===== src/rtl/farm_sensor_cond.sv =====
// ============================================================================
// farm_sensor_cond
// ----------------------------------------------------------------------------
// Conditions the raw farm-road vehicle detector into the request signal used
// by the highway/farm-road traffic-light controller.
//
//   sens_raw -> 2-flop synchronizer -> debounce (DEB_CYC cycles) -> det
//   det rising edge = one arrival
//   arrivals + fl_green drive a small request FSM (IDLE / PEND / SERVE);
//   c is high whenever the FSM is out of IDLE.
//
// Optional feature (compile-time macro FARM_CAR_COUNT_EN):
//   When defined, a saturating 0..15 waiting-car counter and a departure
//   timer are built. Each LEAVE_CYC cycles of fl_green in SERVE lets one car
//   leave; the request drops when the last car has left.
//   When undefined, car_cnt is tied to 0, there is no timer, and SERVE is
//   left only when fl_green drops (to PEND if a car is still detected,
//   otherwise to IDLE).
//
// Parameters:
//   DEB_CYC    1..15  consecutive synchronized-high cycles to accept a car
//   LEAVE_CYC  1..255 fl_green cycles needed to serve one car
//
// Ports:
//   clk       in   system clock, all state updates on the rising edge
//   rst       in   synchronous active-low reset
//   sens_raw  in   asynchronous raw detector, 1 = car present
//   fl_green  in   farm-road green from the traffic-light controller
//   c         out  farm-road car request (decoded from registered state)
//   car_cnt   out  number of waiting farm-road cars (0 without the counter)
// ============================================================================
module farm_sensor_cond #(
    parameter int unsigned DEB_CYC   = 4,
    parameter int unsigned LEAVE_CYC = 8
) (
    input  logic       clk,
    input  logic       rst,
    input  logic       sens_raw,
    input  logic       fl_green,
    output logic       c,
    output logic [3:0] car_cnt
);

    // ------------------------------------------------------------------------
    // Parameter sanity: both counters are sized for the documented ranges.
    // ------------------------------------------------------------------------
    if (DEB_CYC < 1 || DEB_CYC > 15 || LEAVE_CYC < 1 || LEAVE_CYC > 255) begin : g_bad_param
        $error("farm_sensor_cond: DEB_CYC must be 1..15 and LEAVE_CYC 1..255");
    end

    // ------------------------------------------------------------------------
    // FSM encoding
    // ------------------------------------------------------------------------
    localparam logic [1:0] ST_IDLE  = 2'd0;
    localparam logic [1:0] ST_PEND  = 2'd1;
    localparam logic [1:0] ST_SERVE = 2'd2;

    // Last debounce count value; reaching it with input still high is an arrival.
    localparam logic [3:0] DEB_LAST = 4'(DEB_CYC - 1);

    // ------------------------------------------------------------------------
    // Synchronizer
    // ------------------------------------------------------------------------
    logic sync_q1;
    logic sync_q2;

    // NOTE: clocked state is always written with non-blocking (<=) assignments
    // so every flop samples the pre-edge values of the others.
    always_ff @(posedge clk) begin
        if (!rst) begin
            sync_q1 <= 1'b0;
            sync_q2 <= 1'b0;
        end else begin
            sync_q1 <= sens_raw;
            sync_q2 <= sync_q1;
        end
    end

    // ------------------------------------------------------------------------
    // Debounce
    // deb_cnt counts synchronized-high cycles already seen. On the DEB_CYC-th
    // consecutive high cycle det is set; that same edge is the arrival, so the
    // FSM reacts on the edge det rises rather than one cycle later.
    // ------------------------------------------------------------------------
    logic [3:0] deb_cnt;
    logic       det;
    logic       arrival;

    assign arrival = sync_q2 && !det && (deb_cnt == DEB_LAST);

    always_ff @(posedge clk) begin
        if (!rst) begin
            deb_cnt <= '0;
            det     <= 1'b0;
        end else if (!sync_q2) begin
            // Any low sample restarts the qualification window.
            deb_cnt <= '0;
            det     <= 1'b0;
        end else if (arrival) begin
            det     <= 1'b1;
        end else if (!det) begin
            deb_cnt <= deb_cnt + 4'd1;
        end
    end

    // ------------------------------------------------------------------------
    // Request FSM state register
    // ------------------------------------------------------------------------
    logic [1:0] state_q;
    logic [1:0] state_d;

    always_ff @(posedge clk) begin
        if (!rst) begin
            state_q <= ST_IDLE;
        end else begin
            state_q <= state_d;
        end
    end

    // c is a pure decode of the state register, so it carries no combinational
    // path from the inputs.
    assign c = (state_q != ST_IDLE);

`ifdef FARM_CAR_COUNT_EN

    // ------------------------------------------------------------------------
    // Departure timer: runs only while serving with green; a departure fires
    // on its last count and the timer restarts from zero.
    // ------------------------------------------------------------------------
    localparam logic [7:0] LEAVE_LAST = 8'(LEAVE_CYC - 1);

    logic [7:0] leave_tmr;
    logic       depart;
    logic [3:0] car_cnt_q;
    logic [3:0] car_cnt_d;

    assign depart = (state_q == ST_SERVE) && fl_green && (leave_tmr == LEAVE_LAST);

    always_ff @(posedge clk) begin
        if (!rst) begin
            leave_tmr <= '0;
        end else if (depart) begin
            leave_tmr <= '0;
        end else if ((state_q == ST_SERVE) && fl_green) begin
            leave_tmr <= leave_tmr + 8'd1;
        end else begin
            leave_tmr <= '0;
        end
    end

    // ------------------------------------------------------------------------
    // Waiting-car counter
    // An arrival and a departure on the same edge cancel out. The counter
    // saturates at 15 and never goes below 0.
    // ------------------------------------------------------------------------
    // NOTE: combinational blocks assign a default to every output first, so no
    // path leaves a signal unassigned and no latch is inferred.
    always_comb begin
        car_cnt_d = car_cnt_q;
        if (arrival && !depart) begin
            if (car_cnt_q != 4'd15) begin
                car_cnt_d = car_cnt_q + 4'd1;
            end
        end else if (depart && !arrival) begin
            if (car_cnt_q != 4'd0) begin
                car_cnt_d = car_cnt_q - 4'd1;
            end
        end
    end

    always_ff @(posedge clk) begin
        if (!rst) begin
            car_cnt_q <= '0;
        end else begin
            car_cnt_q <= car_cnt_d;
        end
    end

    assign car_cnt = car_cnt_q;

    // ------------------------------------------------------------------------
    // Next-state logic (counter build)
    // Leaving SERVE looks at the updated count, so an arrival on the same edge
    // as the last departure, or as green ending, keeps the request alive.
    // ------------------------------------------------------------------------
    always_comb begin
        state_d = state_q;
        case (state_q)
            ST_IDLE: begin
                if (arrival) begin
                    state_d = ST_PEND;
                end
            end
            ST_PEND: begin
                if (fl_green) begin
                    state_d = ST_SERVE;
                end
            end
            ST_SERVE: begin
                if (fl_green) begin
                    if (depart && (car_cnt_d == 4'd0)) begin
                        state_d = ST_IDLE;
                    end
                end else if (car_cnt_d == 4'd0) begin
                    state_d = ST_IDLE;
                end else begin
                    state_d = ST_PEND;
                end
            end
            default: begin
                state_d = ST_IDLE;
            end
        endcase
    end

`else

    // ------------------------------------------------------------------------
    // No counter: a single outstanding request. SERVE is held for as long as
    // green lasts; when green ends, a car still sitting on the detector
    // re-requests, otherwise the request drops.
    // ------------------------------------------------------------------------
    assign car_cnt = 4'd0;

    always_comb begin
        state_d = state_q;
        case (state_q)
            ST_IDLE: begin
                if (arrival) begin
                    state_d = ST_PEND;
                end
            end
            ST_PEND: begin
                if (fl_green) begin
                    state_d = ST_SERVE;
                end
            end
            ST_SERVE: begin
                if (!fl_green) begin
                    state_d = det ? ST_PEND : ST_IDLE;
                end
            end
            default: begin
                state_d = ST_IDLE;
            end
        endcase
    end

`endif

endmodule


===== config.mk =====
export PLATFORM = sky130hd
export DESIGN_NAME = farm_sensor_cond
export DESIGN_NICKNAME = d
export VERILOG_FILES = /design/src/rtl/farm_sensor_cond.sv
export SDC_FILE = /design/constraint.sdc
export NUM_CORES = 1
export LEC_CHECK = 0
export BUFFER_PORTS_ARGS = -buffer_cell sky130_fd_sc_hd__buf_2
export CAP_MARGIN = 20
export CORE_AREA = 3 3 40 42
export DETAILED_ROUTE_END_ITERATION = 6
export DIE_AREA = 0 0 43 45
export GPL_TIMING_DRIVEN = 0
export HOLD_SLACK_MARGIN = 0.15
export PLACE_DENSITY = 0.54
export SETUP_SLACK_MARGIN = 0.3
export SYNTH_ARGS = -nofsm -noshare
export SYNTH_HDL_FRONTEND = slang
export SYNTH_SLANG_ARGS = --single-unit

===== constraint.sdc =====
create_clock -name clk -period 1.4 [get_ports clk]
set_clock_uncertainty 0.05 [all_clocks]
set_input_delay 0.07 -clock clk [delete_from_list [all_inputs] [get_ports clk]]
set_output_delay 0.07 -clock clk [all_outputs]
set_load 0.02 [all_outputs]

# Yosys cells after proc, flatten, opt, wreduce, memory -nomap -nowiden
# Index checks and enable logic that the tools add are counted.
dict set report totals {
  reg_bits 9
  word_cells 27
  input_bits 4
}
dict set report op_classes {
  n_bitwise 2
  n_eq_ne 6
  muxes 5
  n_reduce_logical 8
  n_addsub 1
}
# operator n
set ops {}
lappend ops {{two-way mux 2 bit} 3}
lappend ops {{inequality test 2 bit (second input constant)} 3}
lappend ops {{case mux 2 bit (3 select lines)} 1}
lappend ops {{adder 4 x 1 -> 4 bit (second input constant)} 1}
lappend ops {{== test 4 x 2 -> 1 bit (second input constant)} 1}
lappend ops {{AND reduction 2 bit} 2}
lappend ops {{AND reduction 3 bit} 1}
lappend ops {{== test 2 x 1 -> 1 bit (second input constant)} 1}
lappend ops {{== test 2 bit (second input constant)} 1}
lappend ops {{logical AND 1 bit} 2}
lappend ops {{zero test 2 bit} 1}
lappend ops {{NOT 1 bit} 2}
lappend ops {{nonzero test 2 bit} 1}
lappend ops {{zero test 1 bit} 1}
lappend ops {{two-way mux 1 bit} 1}

# Longest topological paths before layout
# Gate-level depths: netlist of run 1.
dict set report depth {
  word_depth 5
  ltp_mapped 4
  ltp_nobuf 4
}

# Worst setup path before layout of run 1
# No wires, ideal clock.
dict set report synth_path {
  path_type {flip-flop to flip-flop}
  start {reg deb_cnt[0]}
  end {reg state_q[0]}
  setup_time_ns 0.059
  path_stages_with_launch 5
  t_arrival_ns 1.118
  required_time_ns 1.291
  setup_slack_ns 0.173
  path_cell_list {dfxtp_1 ha_1 or2b_1 nor4_1 o311a_1}
}
dict set report synth_between {
  elab_chain_len 4
}
# element line
set synth_rtl {}
lappend synth_rtl {{start, declared} 85} ;# logic [3:0] deb_cnt;
lappend synth_rtl {{start signal, assigned} 102} ;# deb_cnt <= deb_cnt + 4'd1;
lappend synth_rtl {{== test 4 x 2 -> 1 bit} 89} ;# assign arrival = sync_q2 && !det && (deb_cnt == DEB_LAST);
lappend synth_rtl {{logical AND 1 bit} 89}
lappend synth_rtl {{inequality test 2 bit (no line)} -}
lappend synth_rtl {{AND reduction 3 bit (no line)} -}
lappend synth_rtl {{end signal, assigned} 116} ;# state_q <= state_d;
lappend synth_rtl {{end, declared} 109} ;# logic [1:0] state_q;
# No other way between the ends.
# A chain may end at the register's enable or synchronous reset.

# Worst setup path in the final report of run 1
dict set report layout_path {
  start {reg deb_cnt[0]}
  end {reg deb_cnt[0]}
}
dict set report layout_between {
  elab_chain_len 4
}
# element
set layout_rtl {}
lappend layout_rtl {{branches (longest 4 deep; another with adder 4 x 1 -> 4 bit)}}
# Parallel ways; which one is timed is not known.

==> flow_summary.ini, run 1 <==
[placed_design]
finalWeightedCongestion = 0.7033
port_buffers = 4
hpwl_um = 481.5

[grt]
grt-ovfl-total = 0
grt_pass1_vias = 319
antenna_found_initial = 0
grt_pass1_wl_um = 1435
grt_start_max_net_pins = 8
grt_usage_pct = 10.43

[min_path]
hp-start = sync_q1
min_path_type = reg2reg

[critical_path]
crit_start = deb_cnt[0]
crit_fanout = 4
critPathArrivalTime_ps = 1370
worstSetupEndpointType = flip-flop
cp-start-kind = flip-flop
crit_type = reg2reg
rr_startpoint = deb_cnt[0]
worst-endpoint-required_ps = 1540

[sta]
hold_slack_ps = 386.4
max_freq_mhz = 814.3
timing_hold_violations_final = 0
tns_ps = 0
fin_crit_ps = 1228
setup_viol = 0
grt_setup_unrepaired = true
maxSlewViolCount = 0
fin_crit_sh_pct = 87.72

[run_status]
status = finished clean

[pwr]
ir_drop_mv = 0.6267
power.switching_uw = 111.7
power_frac_seq_pct = 52.3
power.share.clock_pct = 40.2
switching_share_pct = 22.37
p_comb_share_pct = 7.6
power_density_mw_per_mm2 = 850.9
p_int_uw = 387.6
p_leak_nw = 0.2521

[drt]
firstDrtPassIters = 4
avgRoutedWirePerCell_um = 10.25
dr_wl_met2_um = 355
drcViolationCount = 0
drt_iter0_markers = 2
vias = 334
drt-met1-wl_um = 376
wl_um = 769
top_layer_used = met4
ant_nets = 0
via_per_inst = 4.453
met3_length_um = 20

[synth]
yosysSeqAreaShare_pct = 43.11
netlist_area_um2 = 417.9
synthDistinctLibCells = 22
synth_seq_cells = 9
avgSynthCellArea_um2 = 9.719
synthCells = 43
yosys_warnings = 0

[floorplanning]
dieArea_mm2 = 0.001935
fp.dieW_um = 43
row_count = 13
coreArea_mm2 = 0.001285
dieHeight_um = 45
start_util_pct = 32.52
io_pins = 9

[final_layout]
drive_gt1_share_pct = 41.67
utilization_pct = 45.67
n_antenna_cell = 0
final_nets = 66
syn_to_final_growth_pct = 40.42

[run]
cap_violations = 0

[clock_tree]
cts_max_level = 1
cts.clk_slew.worst_paths_ps = 60
root_buffer = clkbuf_4
cts_tree = done
clk_latency_ps = 260
clock_path_buffers = 2
cts_inserted_buffers = 3
cts.sinks = 9
==> stage by stage <==
step	power, mW	setup WS (ps)	std cells	area, um2
finish	0.4993	171.9	75	586.8
global route	0.5227	94.83	75	586.8
CTS	0.5020	178.6	75	581.8
detailed placement	0.2982	103.7	65	470.5
global placement	0.2980	100.5	65	470.5
floorplan	0.2902	238.4	46	431.7
==> layer usage <==
layer | track usage [%] | up-vias
met5 | 0 | -
met4 | 9.036 | 0
met3 | 3.586 | 2
met2 | 14.07 | 3
met1 | 13.11 | 153
li1 | - | 176
==> state kept, by name, summed over array words and instances, names as in the netlist <==
register / cells
state_q: 2
det: 1
deb_cnt: 4
sync_q1: 1
sync_q2: 1
==> cell families (layout without fill, tap and decap cells) <==
kind of cell	Yosys count	count (layout)	synth area share, %
other	1	4	0.8973
AO/OA/AOI/OAI	5	5	7.186
XOR/XNOR	2	2	4.192
AND/OR/NAND/NOR	20	20	32.04
multiplexers	1	1	2.395
buffers and inverters	4	18	7.186
flip-flops	9	9	43.11
adder cells (fa/ha/maj)	1	1	2.994
==> critical path, stage by stage, from the launching register on <==
cell	delay, ps
dfxtp_2	350
ha_4	160
nor4bb_4	150
or3_1	330
a21oi_2	130
==> worst paths after layout <==
check                                  end  slack, ps  depth (start not counted)
worst max-delay path            deb_cnt[0]        170                          4
worst min-delay path               sync_q2        390                          1
worst max register to register  deb_cnt[0]        170                          4
worst min register to register     sync_q2        390                          1
==> cells in the mapped netlist (all sizes together) <==
master  instances  area share [%]
mux2i           1             2.4
nand2b          1             1.5
and3            1             1.5
or3             1             1.5
ha              1             3.0
or2             1             1.5
nand2           2             1.8
conb            1            0.90
o311a           1             2.4
a21oi           2             2.4
nor2            5             4.5
nand3           2             2.4
nor4            1             1.5
buf             4             7.2
nand4b          1             2.1
nor4bb          1             6.0
or2b            1             1.8
dfxtp           9              43
and2            2             3.0
and4bb          1             3.0
xor2            2             4.2
o21ai           2             2.4
==> cells in the final DEF, fill, tap and decap left out <==
cell type      count
dfxtp_4            1
dfxtp_1            4
nor2_1             5
nand4b_1           1
nand3_1            2
a21oi_1            1
o21ai_0            2
nor4bb_4           1
nand2b_1           1
buf_4              7
or3_1              1
xor2_1             2
or2b_1             1
conb_1             4
o311a_1            1
buf_6              1
dlygate4sd3_1      3
nand2_1            2
clkbuf_4           3
a21oi_2            1
and2_1             2
nor4_2             1
and4bb_2           1
buf_2              3
mux2i_1            1
or2_4              1
ha_4               1
clkbuf_1           1
and3_1             1
dfxtp_2            4
==> area by class of cell <==
cell class              instances  area (um2)
multi-input cells              33       244.0
plain buffers                   4       30.03
well taps                      15       18.77
flip-flops and latches          9       188.9
repair buffers                 10       78.83
fillers                       123       698.2
clock buffers                   4       26.28
==> power groups by stage <==
stage                     combinational, mW  sequential [mW]  clock (mW)
after CTS                            0.0372            0.261       0.204
after detailed placement             0.0303            0.268           0
after global routing                 0.0425            0.261       0.219
final                                0.0379            0.261       0.201
after global placement               0.0302            0.268           0
after floorplan                      0.0230            0.267           0
==> timing repair <==
action,CTS,global route
setup endpoints to repair,6,5
buffers inserted,3,0
gates resized for setup,10,2
gates cloned,0,0
pin swaps,2,0
hold buffers,3,0
hold endpoints to repair,6,0
Note: power is estimated with default switching activity, not from simulation.
==> run 2: changes to the inputs <==
--- a/config.mk
+++ b/config.mk
@@ -5,6 +5,7 @@
 export SDC_FILE = /design/constraint.sdc
 export NUM_CORES = 1
 export LEC_CHECK = 0
+export ABC_AREA = 1
 export BUFFER_PORTS_ARGS = -buffer_cell sky130_fd_sc_hd__buf_2
 export CAP_MARGIN = 20
 export CORE_AREA = 3 3 40 42
@@ -12,7 +13,8 @@
 export DIE_AREA = 0 0 43 45
 export GPL_TIMING_DRIVEN = 0
 export HOLD_SLACK_MARGIN = 0.15
-export PLACE_DENSITY = 0.54
+export MAX_ROUTING_LAYER = met4
+export PLACE_DENSITY = 0.55
 export SETUP_SLACK_MARGIN = 0.3
 export SYNTH_ARGS = -nofsm -noshare
 export SYNTH_HDL_FRONTEND = slang
==> flow_summary.ini, run 2 <==
[min_path]
hp-start = sync_q1
min_path_type = reg2reg

[sta]
hold_slack_ps = 360.5
max_freq_mhz = 904.6
fin_crit_ps = 1106
grt_setup_unrepaired = true
tns_ps = 0
fin_crit_sh_pct = 78.96
setup_viol = 0
maxSlewViolCount = 0
timing_hold_violations_final = 0

[final_layout]
largest_reg_flops = 4
drive_gt1_share_pct = 30.86
top_regs = deb_cnt (4), state_q (2)
final_cell_mix = nand2_1 (11), nor2_1 (10), inv_1 (10)
nFillCells = 131
utilization_pct = 47.61
final_nets = 87
mostFrequentLayoutCell = nand2_1
n_antenna_cell = 0
syn_to_final_growth_pct = 40.11
largest_register = deb_cnt

[clock_tree]
root_buffer = clkbuf_4
cts_tree = done
cts_inserted_buffers = 3
cts_max_level = 1
clock_path_buffers = 2
clk_latency_ps = 260
cts.sinks = 9
cts.clk_slew.worst_paths_ps = 60

[synth]
async_flop_share_pct = 0
synth_top_cell_by_area = dfxtp_1
synthFlopType = dfxtp_1
avgSynthCellArea_um2 = 6.931
synthCells = 63
synthDominantCellAreaShare_pct = 41.26
yosysSeqAreaShare_pct = 41.26
synthDistinctLibCells = 17
synth_common_cells = inv_1 (12), nand2_1 (12), nor2_1 (12), dfxtp_1 (9), buf_4 (4)
netlist_area_um2 = 436.7
synth_seq_cells = 9
yosys_warnings = 0
synth_edf_count = 0
synth.area.top_cells = dfxtp_1 (41%), inv_1 (10%), nand2_1 (10%)

[critical_path]
cp_slowest_cell = dfxtp_2
cpMostUsedCell = nor2_1
cp-start-kind = flip-flop
crit_chain = ha_4 -> nand2_2 -> inv_2 -> nand3_4 -> buf_6 -> nor2_2 -> nor2_1 -> nor2_1
crit_start = deb_cnt[1]
slowest_delay_ps = 350
worstSetupEndpointType = flip-flop
worst-endpoint-required_ps = 1550
crit_type = reg2reg
crit_fanout = 4
critPathArrivalTime_ps = 1260
rr_startpoint = deb_cnt[1]

[drt]
drt_iter0_markers = 5
drcViolationCount = 0
via_per_inst = 4.125
vias = 396
avgRoutedWirePerCell_um = 8.313
firstDrtPassIters = 2
ant_nets = 0
wl_um = 798

[grt]
grt_pass1_vias = 316
grt_usage_pct = 8.872
antenna_found_initial = 0
grt_pass1_wl_um = 1166
grt_start_max_net_pins = 6
grt-ovfl-total = 0

[run]
cap_violations = 0

[pwr]
p_comb_share_pct = 8.0
p_int_uw = 390.4
power_frac_seq_pct = 51.8
p_leak_nw = 0.2953
power.share.clock_pct = 40.2
power_density_mw_per_mm2 = 826.5
switching_share_pct = 22.81
ir_drop_mv = 0.4451
power.switching_uw = 115.3
finalPower_uw = 505.7

[floorplanning]
row_count = 13
fp.dieW_um = 43
start_util_pct = 33.98
coreArea_mm2 = 0.001285
io_pins = 9
dieHeight_um = 45
dieArea_mm2 = 0.001935

[run_status]
status = finished clean

[placed_design]
finalWeightedCongestion = 0.7719
hpwl_um = 522.5
port_buffers = 4
-- run 2: cell type report --
| cell class | count | area (um2) | area share [%] |
|---|---|---|---|
| buffer | 4 | 30.03 | 4.908 |
| clock buffer | 4 | 26.28 | 4.294 |
| inverter | 12 | 45.04 | 7.362 |
| sequential | 9 | 182.7 | 29.86 |
| timing repair buffer | 11 | 83.83 | 13.70 |
| tap | 15 | 18.77 | 3.067 |
| multi-input combinational | 41 | 225.2 | 36.81 |
-- run 2: worst max-delay path: cells and delay by family (launching register included) --
family | cells | cell delay, ps
fa+ha+maj | 1 | 140
flops | 1 | 350
buf+inv | 2 | 200
simple gates | 5 | 300
-- run 2: metal layers --
metal  track usage, %  up-vias  share of wire [%]
li1                 -      218                  -
met1            9.024      166                 44
met2            13.47       10                 47
met3            3.586        2                5.3
met4            7.229        0                3.1
met5                -        -                  0
-- run 2: worst paths after layout --
| path | end | slack [ps] | cells after the start |
|---|---|---|---|
| worst max-delay path | state_q[0] | 290 | 8 |
| worst min-delay path | sync_q2 | 360 | 2 |
| worst max register to register | state_q[0] | 290 | 8 |
| worst min register to register | sync_q2 | 360 | 2 |
-- run 2: cell families (layout without fill, tap and decap cells) --
| family | Yosys count | count (layout) | share of synthesized area (%) |
|---|---|---|---|
| and+or+nand+nor | 31 | 31 | 30.95 |
| buffers and inverters | 16 | 31 | 17.19 |
| xor gates and xnor gates | 1 | 1 | 2.006 |
| DFF | 9 | 9 | 41.26 |
| other | 1 | 4 | 0.8588 |
| AOI/OAI and AO/OA | 4 | 4 | 4.871 |
| adders and majority gates | 1 | 1 | 2.865 |
-- run 2: timing repair --
| action | CTS | global route |
|---|---|---|
| pin swaps | 4 | 2 |
| setup buffers | 4 | 0 |
| resized for setup | 6 | 8 |
| endpoints found under the setup margin | 3 | 6 |
| hold buffers | 3 | 0 |
| hold endpoints to repair | 6 | 0 |
-- run 2: metrics by stage --
stage	std cells	worst slack, ps	area (um2)
floorplan	66	327.3	447.9
global placement	85	229.9	486.7
detailed placement	85	233.2	486.7
CTS	96	273.9	588.1
global route	96	234.2	611.8
finish	96	294.5	611.8
-- run 2: power groups by stage --
stage	clock network [mW]	logic [mW]	registers, mW
finish	0.203	0.0406	0.262
global route	0.222	0.0444	0.262
CTS	0.213	0.0398	0.262
detailed placement	0	0.0315	0.267
global placement	0	0.0312	0.267
floorplan	0	0.0244	0.267
==> run 3: changes to the inputs <==
--- a/config.mk
+++ b/config.mk
@@ -14,7 +14,7 @@
 export GPL_TIMING_DRIVEN = 0
 export HOLD_SLACK_MARGIN = 0.15
 export MAX_ROUTING_LAYER = met4
-export PLACE_DENSITY = 0.55
+export PLACE_DENSITY = 0.57
 export SETUP_SLACK_MARGIN = 0.3
 export SYNTH_ARGS = -nofsm -noshare
 export SYNTH_HDL_FRONTEND = slang
==> constraint.sdc (replaced) <==
create_clock -name clk -period 0.93 [get_ports clk]
set_clock_uncertainty 0.05 [all_clocks]
set_input_delay 0.0465 -clock clk [delete_from_list [all_inputs] [get_ports clk]]
set_output_delay 0.0465 -clock clk [all_outputs]
set_load 0.02 [all_outputs]
==> flow_summary.ini, run 3 (synthesis results as in run 2) <==
[drt]
avgRoutedWirePerCell_um = 8.096
vias = 387
firstDrtPassIters = 2
drcViolationCount = 0
drt_iter0_markers = 4
wl_um = 761
ant_nets = 0
via_per_inst = 4.117

[clock_tree]
clock_path_buffers = 2
cts_max_level = 1
cts_tree = done
cts.sinks = 9
root_buffer = clkbuf_4
clk_latency_ps = 260
cts.clk_slew.worst_paths_ps = 50
cts_inserted_buffers = 3

[pwr]
p_int_uw = 578.3
power.share.clock_pct = 39.2
p_comb_share_pct = 6.9
power_frac_seq_pct = 53.9
switching_share_pct = 21.05
power.switching_uw = 154.2
power_density_mw_per_mm2 = 1202
p_leak_nw = 0.2901
ir_drop_mv = 0.6777

[placed_design]
hpwl_um = 562
port_buffers = 4
finalWeightedCongestion = 0.7817
place_area_um2 = 494.2
pre_cts_ws_ps = -222.2

[floorplanning]
fp.dieW_um = 43
io_pins = 9
start_util_pct = 33.98
dieArea_mm2 = 0.001935
row_count = 13
coreArea_mm2 = 0.001285
dieHeight_um = 45

[sta]
hold_slack_ps = -77.93
fin_crit_sh_pct = 119.4
maxSlewViolCount = 0
timing_hold_violations_final = 3
fin_crit_ps = 1110
setup_viol = 7
grt_setup_unrepaired = true
max_freq_mhz = 900.6
worst_slack_ps = -180.4

[final_layout]
largest_reg_flops = 4
final_nets = 85
drive_gt1_share_pct = 41.77
final_cell_mix = nor2_1 (11), inv_1 (8), nand2_1 (8), buf_4 (8), dfxtp_1 (5)
utilization_pct = 47.42
n_antenna_cell = 0
final_cell_area_um2 = 609.3
top_regs = deb_cnt (4), state_q (2)
largest_register = deb_cnt
mostFrequentLayoutCell = nor2_1
syn_to_final_growth_pct = 39.54

[run_status]
status = finished, violations left
violations = hold timing, setup timing

[critical_path]
crit_fanout = 4
worst-endpoint-required_ps = 1030
crit_type = reg2reg
worstSetupEndpointType = flip-flop
critPathArrivalTime_ps = 1210
cp-start-kind = flip-flop

[min_path]
min_path_type = in2reg

[grt]
grt_pass1_vias = 315
grt-ovfl-total = 0
grt_usage_pct = 9.318
antenna_found_initial = 0
grt_start_max_net_pins = 6
grt_pass1_wl_um = 1186

[run]
cap_violations = 0
[run 3: final cells by class]
type                       count  area, um2
clock buffer                   4      26.28
sequential                     9      185.2
multi-input combinational     41      234.0
fill                         138      675.6
tap                           15      18.77
inverter                      12      47.55
timing repair buffer           9      67.56
buffer                         4      30.03
[run 3: power groups by stage]
stage	clock (mW)	combinational [mW]	sequential [mW]
floorplan	0	0.0368	0.402
global placement	0	0.0470	0.402
detailed placement	0	0.0474	0.402
CTS	0.304	0.0501	0.394
global route	0.327	0.0551	0.395
finish	0.287	0.0506	0.395
[run 3: worst max-delay path, cell delays in order, from the launching register on]
cell,delay [ps]
dfxtp_2,350
ha_4,140
nand2_2,40
inv_2,70
nand3_4,90
nand2_4,100
inv_4,40
nor2_1,70
nor2_1,50
[run 3: per-layer routing]
layer	global-route usage [%]	part of all wire, %	up-vias
met2	14.67	46	9
met3	5.976	8.3	3
met5	-	0	-
met1	8.578	43	163
met4	5.422	1.8	0
li1	-	-	212
[run 3: what timing repair did]
action | in CTS | in global routing
gates resized for setup | 8 | 7
buffers inserted | 5 | 0
setup endpoints to repair | 8 | 8
pin swaps | 5 | 7
hold endpoints to repair | 6 | 6
cloned | 0 | 0
[run 3: final timing paths]
path	from	end	slack [ps]	cells past startpoint
worst max register to register	deb_cnt[1]	deb_cnt[1]	-180	8
worst max-delay path	deb_cnt[1]	deb_cnt[1]	-180	8
worst min register to register	sync_q1	sync_q2	360	2
worst min-delay path	sens_raw	sync_q1	-80	3
[run 3: per-stage QoR]
step / total power, mW / std cells / TNS [ps]
floorplan: 0.4384 / 66 / -419.3
global placement: 0.4493 / 85 / -808.0
detailed placement: 0.4497 / 85 / -860.1
CTS: 0.7481 / 94 / -824.3
global route: 0.7770 / 94 / -1276
finish: 0.7326 / 94 / -820.1
